==> src/rtl/calc_pkg.sv <==
// Shared types and default divide ratios for the calculator timebase.
package calc_pkg;

    typedef enum logic [1:0] {
        IDLE  = 2'd0,
        COUNT = 2'd1,
        DONE  = 2'd2
    } tick_state_t;

    localparam int DIV_10M = 5;
    localparam int DIV_1M  = 10;
    localparam int DIV_1K  = 1000;
    localparam int DIV_1HZ = 1000;

endpackage

==> src/rtl/tick_scheduler_prescale.sv <==
// One divide-by-DIV prescaler stage. It emits a one-cycle tick on the
// enabled cycle in which its count wraps.
module prescale_stage
    import calc_pkg::*;
#(
    parameter int DIV = DIV_10M
) (
    input  logic clock,
    input  logic reset,
    input  logic clear,
    input  logic en,
    output logic tick
);
    localparam int W = (DIV > 1) ? $clog2(DIV) : 1;
    localparam logic [W-1:0] LAST = W'(DIV - 1);

    logic [W-1:0] cnt;

    // Combinational, so that a whole cascade of wraps lands in a single cycle.
    assign tick = en & ~clear & (cnt == LAST);

    always_ff @(posedge clock or negedge reset) begin
        if (!reset)
            cnt <= '0;
        else if (clear)
            cnt <= '0;
        else if (en)
            cnt <= (cnt == LAST) ? '0 : cnt + 1'b1;
    end

endmodule

==> src/rtl/tick_scheduler.sv <==
// Timebase: four cascaded prescalers generating enable strobes, plus a
// request/acknowledge interval timer that counts down on the 1 Hz strobe.
module tick_scheduler
    import calc_pkg::*;
#(
    parameter int DIV0  = DIV_10M,
    parameter int DIV1  = DIV_1M,
    parameter int DIV2  = DIV_1K,
    parameter int DIV3  = DIV_1HZ,
    parameter int TMR_W = 8
) (
    input  logic             clock,
    input  logic             reset,
    input  logic             run,
    input  logic             clear,
    output logic             tick_10m,
    output logic             tick_1m,
    output logic             tick_1k,
    output logic             tick_1hz,
    input  logic             timer_req,
    input  logic [TMR_W-1:0] timer_secs,
    output logic             timer_ack,
    output logic             timer_busy,
    output logic             timer_done,
    output logic [TMR_W-1:0] timer_left
);
    localparam int STAGES = 4;

    function automatic int divOf(input int idx);
        case (idx)
            0:       return DIV0;
            1:       return DIV1;
            2:       return DIV2;
            default: return DIV3;
        endcase
    endfunction

    logic [STAGES:0]   stageEn;
    logic [STAGES-1:0] stageTick;

    assign stageEn[0] = run & ~clear;

    for (genvar g = 0; g < STAGES; g++) begin : gStage
        prescale_stage #(.DIV(divOf(g))) uStage (
            .clock (clock),
            .reset (reset),
            .clear (clear),
            .en    (stageEn[g]),
            .tick  (stageTick[g])
        );
        assign stageEn[g+1] = stageTick[g];
    end

    assign tick_10m = stageTick[0];
    assign tick_1m  = stageTick[1];
    assign tick_1k  = stageTick[2];
    assign tick_1hz = stageTick[3];

    tick_state_t      state;
    logic             ackQ;
    logic             doneQ;
    logic [TMR_W-1:0] leftQ;

    // A zero-length arm enters DONE alongside the ack, so DONE lingers one
    // extra cycle there to keep the done pulse after the ack.
    always_ff @(posedge clock or negedge reset) begin
        if (!reset) begin
            state <= IDLE;
            leftQ <= '0;
            ackQ  <= 1'b0;
            doneQ <= 1'b0;
        end else begin
            ackQ  <= 1'b0;
            doneQ <= 1'b0;
            if (clear) begin
                state <= IDLE;
                leftQ <= '0;
            end else begin
                case (state)
                    IDLE: begin
                        if (timer_req) begin
                            leftQ <= timer_secs;
                            ackQ  <= 1'b1;
                            state <= (timer_secs == '0) ? DONE : COUNT;
                        end
                    end
                    COUNT: begin
                        if (tick_1hz) begin
                            if (leftQ != '0)
                                leftQ <= leftQ - 1'b1;
                            if (leftQ <= TMR_W'(1)) begin
                                state <= DONE;
                                doneQ <= 1'b1;
                            end
                        end
                    end
                    DONE: begin
                        if (doneQ)
                            state <= IDLE;
                        else
                            doneQ <= 1'b1;
                    end
                    default: state <= IDLE;
                endcase
            end
        end
    end

    assign timer_ack  = ackQ;
    assign timer_done = doneQ;
    assign timer_busy = (state == COUNT);
    assign timer_left = leftQ;

endmodule

==> config.mk <==
export PLATFORM = sky130hd
export DESIGN_NAME = tick_scheduler
export DESIGN_NICKNAME = d
export VERILOG_FILES = /design/src/rtl/calc_pkg.sv /design/src/rtl/tick_scheduler_prescale.sv /design/src/rtl/tick_scheduler.sv
export SDC_FILE = /design/constraint.sdc
export NUM_CORES = 1
export LEC_CHECK = 0
export ABC_AREA = 1
export ABC_CLOCK_PERIOD_IN_PS = 2800
export CAP_MARGIN = 20
export CORE_UTILIZATION = 50
export CTS_CLUSTER_SIZE = 8
export DETAILED_ROUTE_END_ITERATION = 8
export GPL_TIMING_DRIVEN = 0
export PLACE_DENSITY = 0.74
export SYNTH_ARGS = -nofsm -noshare
export SYNTH_HDL_FRONTEND = slang
export SYNTH_HIERARCHICAL = 1
export SYNTH_SLANG_ARGS = --single-unit
==> constraint.sdc <==
create_clock -name clock -period 2.8 [get_ports clock]
set_clock_uncertainty 0.05 [all_clocks]
set_input_delay 0.56 -clock clock [delete_from_list [all_inputs] [get_ports clock]]
set_output_delay 0.56 -clock clock [all_outputs]
set_load 0.02 [all_outputs]
==> flow_summary.json, run 1 <==
{
  "fin_ws_ns": -0.0558,
  "slew_viol_final": 0,
  "synthAdderAreaFrac": 0.0513,
  "antenna_found_initial": 0,
  "critPathLaunch": "clear",
  "rr_startpoint": "gStage[0].uStage/cnt[0]$_DFFE_PN0P_",
  "hold_path_depth": 2,
  "period_minus_slack_ns": 2.86,
  "area_growth_pct": 27.5,
  "critPathLaunchType": "primary input",
  "wl_um": 6110,
  "portBuffers": 27,
  "synth_area_um2": 2680,
  "design.core.area_um2": 5140,
  "tritoncts": "built",
  "dp_slack_ns": -1.37,
  "path_max_fanout": 9,
  "min_to": "state[1]$_DFFE_PN0P_",
  "ff2ff_setup_slack_ns": 0.12,
  "viasPerCell": 5.01,
  "r2r_cells": 22,
  "cts.htree.levels": 2,
  "die_h_um": 75.3,
  "seqCellArea_um2": 976,
  "die_w_um": 75.3,
  "min_from": "state[1]$_DFFE_PN0P_",
  "ctsRootBufferMaster": "clkbuf_8",
  "slowest_delay_ns": 0.20,
  "power_density_nw_per_um2": 606,
  "n_antenna_cell": 0,
  "ant_nets": 0,
  "setup_viol": 1,
  "cp.arrival_ns": 2.25,
  "ys_types": 28,
  "grt.total_usage": 0.226,
  "synth_xor_area_frac": 0.0196,
  "timing.slew.headroom": 0.553,
  "fillers": 487,
  "holdCritPathClass": "flop to flop",
  "clock_sinks": 39,
  "clock.fmax_mhz": 350,
  "nNetsFinal": 469,
  "syn_nets": 414,
  "cp_common_cell": "nor2_4",
  "drtPass1Iterations": 4,
  "gp_congestion": 0.856,
  "start_util": 0.522,
  "violations": "negative setup slack",
  "final_common_cell": "nand2_1",
  "endpoint_kind": "primary output",
  "drc": 0,
  "post-dp-hpwl_um": 4110,
  "ir_drop_v": 0.000321,
  "avgSynthCellArea_um2": 6.88,
  "num_rows": 26,
  "crit_chain": "buf_8 -> buf_12 -> nor2_4 -> nand2_2 -> nor2_4 -> nand2_2 -> nor3_4 -> inv_2 -> nor2_4 -> inv_2 -> nor2_4 -> inv_2 -> nor2_4 -> inv_2 -> nor2_4 -> buf_6",
  "final_hold_viol_count": 0,
  "synth-compound-area-share": 0.0587,
  "io_pins": 28,
  "clk_latency_ns": 0.29,
  "period_share": 1.02,
  "dieArea_um2": 5660,
  "crit_type": "primary input to primary output",
  "cp_num_buf_inv": 7,
  "dr_total_vias": 2586,
  "drt_iter0_drc": 216,
  "finalCoreUtilization": 0.666,
  "multi_input_area_um2": 1600,
  "clockBufferDepth": 2,
  "synthMuxAreaShare": 0,
  "synthCells": 390,
  "worstPathRequired_ns": 2.19,
  "synth_seq_cells": 39,
  "slowest_stage": "nor3_4",
  "grt_pass1_vias": 2327,
  "final_cell_mix": "nand2_1, nor2_1, dfrtp_1",
  "grt_pass1_wl_um": 9730,
  "grt-ovfl-total": 0,
  "outcome": "complete, but fails checks",
  "grt_max_degree": 39,
  "drive_above_1_share": 0.224,
  "synth-simple-area-share": 0.428,
  "cp_top_family": "simple AND/OR/NAND/NOR gates",
  "wl_per_cell_um": 11.8,
  "seq_area_frac_synth": 0.364,
  "worst_slew_pin_slew_ns": 0.668,
  "yosys_warnings": 6,
  "synth_top_family_by_area": "simple AND/OR/NAND/NOR gates",
  "rsz0062_at_grt": "yes",
  "cts.reportedPaths.clkPinSlew_ns": 0.08,
  "p_leak_nw": 1.68,
  "numCtsBuffers": 5,
  "drv_cap": 0,
  "r2r_end": "timer_left[3]$_DFFE_PN0P_"
}
[kinds of logic after synthesis]
| kind of cell | Yosys count |
|---|---|
| AOI/OAI and AO/OA | 28 |
| xor gates and xnor gates | 6 |
| and+or+nand+nor | 252 |
| DFF | 39 |
| buffers and inverters | 54 |
| adders and majority gates | 11 |
[how the worst max path moves through the flow]
stage / endpoint / cells past startpoint
after floorplan: timer_left[5]$_DFFE_PN0P_ / 21
after global placement: tick_1hz / 16
after detailed placement: tick_1hz / 16
after CTS: tick_1hz / 15
after global routing: tick_1hz / 15
final: tick_1hz / 16
[per-layer routing]
metal / track usage / up-vias / wire, µm
met2: 0.405 / 42 / 3110
met5: 0 / - / 0
met4: 0.0741 / 0 / 68
met3: 0.0469 / 6 / 142
li1: - / 1324 / -
met1: 0.272 / 1214 / 2790
[cells in the mapped netlist]
| cell type | instances | area share |
|---|---|---|
| a21o_1 | 2 | 0.0056 |
| a21oi_1 | 2 | 0.0037 |
| a21oi_2 | 1 | 0.0033 |
| a22oi_1 | 1 | 0.0028 |
| buf_2 | 2 | 0.0037 |
| buf_6 | 1 | 0.0042 |
| dfrtp_1 | 39 | 0.36 |
| ha_1 | 11 | 0.051 |
| inv_1 | 42 | 0.059 |
| inv_2 | 9 | 0.013 |
| nand2_1 | 132 | 0.18 |
| nand2_2 | 13 | 0.030 |
| nand2_4 | 1 | 0.0042 |
| nand3_1 | 32 | 0.060 |
| nand3_2 | 1 | 0.0037 |
| nand3_4 | 1 | 0.0065 |
| nand4_1 | 3 | 0.0070 |
| nor2_1 | 48 | 0.067 |
| nor2_2 | 9 | 0.021 |
| nor2_4 | 7 | 0.029 |
| nor3_1 | 1 | 0.0019 |
| nor3_2 | 2 | 0.0075 |
| nor4_1 | 2 | 0.0047 |
| o21ai_0 | 14 | 0.026 |
| o21ai_1 | 5 | 0.0093 |
| o21ai_2 | 1 | 0.0033 |
| o22ai_1 | 2 | 0.0047 |
| xor2_1 | 6 | 0.020 |
[what timing repair did]
action                                 4_1_cts  5_1_grt
setup buffers                                9        9
hold buffers                                 1        0
gates cloned                                 0        1
pin swaps                                    9       11
endpoints found under the hold margin        1        0
gates resized for setup                     20       12
setup endpoints to repair                   25       13
[worst reg2reg max path, stage by stage, from the launching register on]
cell	delay, ns
dfrtp_1	0.41
inv_2	0.09
ha_4	0.13
nand2_4	0.06
nor2_4	0.12
nand2_2	0.09
nor3_4	0.20
inv_2	0.07
nor2_4	0.13
inv_2	0.05
nor2_4	0.12
inv_2	0.06
nor2_4	0.11
inv_2	0.05
nor2_4	0.10
buf_4	0.12
nor2_1	0.04
nand2_2	0.09
nand2_2	0.09
nor2_4	0.11
nand2_4	0.09
o21ai_2	0.12
nand2_1	0.06
[flip-flops by register name, indices dropped and copies added, names as in the netlist]
register	count
timer_ack	1
state	2
timer_left	8
gStage.uStage/cnt	27
timer_done	1
[stage by stage]
step | setup TNS (ns) | hold WS (ns) | power, mW | area, µm² | std cells
final | -0.0558 | 0.472 | 2.07 | 3420 | 516
after global routing | -0.517 | 0.507 | 2.24 | 3420 | 516
after CTS | 0 | 0.481 | 2.04 | 3310 | 506
after detailed placement | -17.40 | 0.310 | 1.59 | 3120 | 488
after global placement | -16.49 | 0.445 | 1.57 | 3110 | 487
after floorplan | -2.73 | 0.214 | 1.33 | 2750 | 390
[area by class of cell]
class                   count  area share
plain buffers               3     0.00878
clock buffers               7      0.0282
clock inverters             1     0.00219
inverters                  51      0.0559
multi-input cells         298       0.467
flip-flops and latches     39       0.285
well taps                  70      0.0256
repair buffers             47       0.127
[where the power goes]
part | internal [mW] | total (mW) | switching, mW
clock network | 0.224 | 0.429 | 0.204
registers | 0.630 | 0.705 | 0.0745
logic | 0.363 | 0.941 | 0.578
total | 1.22 | 2.07 | 0.857
Note: power is estimated with default switching activity, not from simulation.
==> run 2: changes to the inputs <==
--- a/config.mk
+++ b/config.mk
@@ -12,6 +12,7 @@
 export CTS_CLUSTER_SIZE = 8
 export DETAILED_ROUTE_END_ITERATION = 8
 export GPL_TIMING_DRIVEN = 0
+export HOLD_SLACK_MARGIN = 0.12
 export PLACE_DENSITY = 0.74
 export SYNTH_ARGS = -nofsm -noshare
 export SYNTH_HDL_FRONTEND = slang
==> results of run 2 <==
No change in the layout: final DEF, timing and power equal those of run 1.
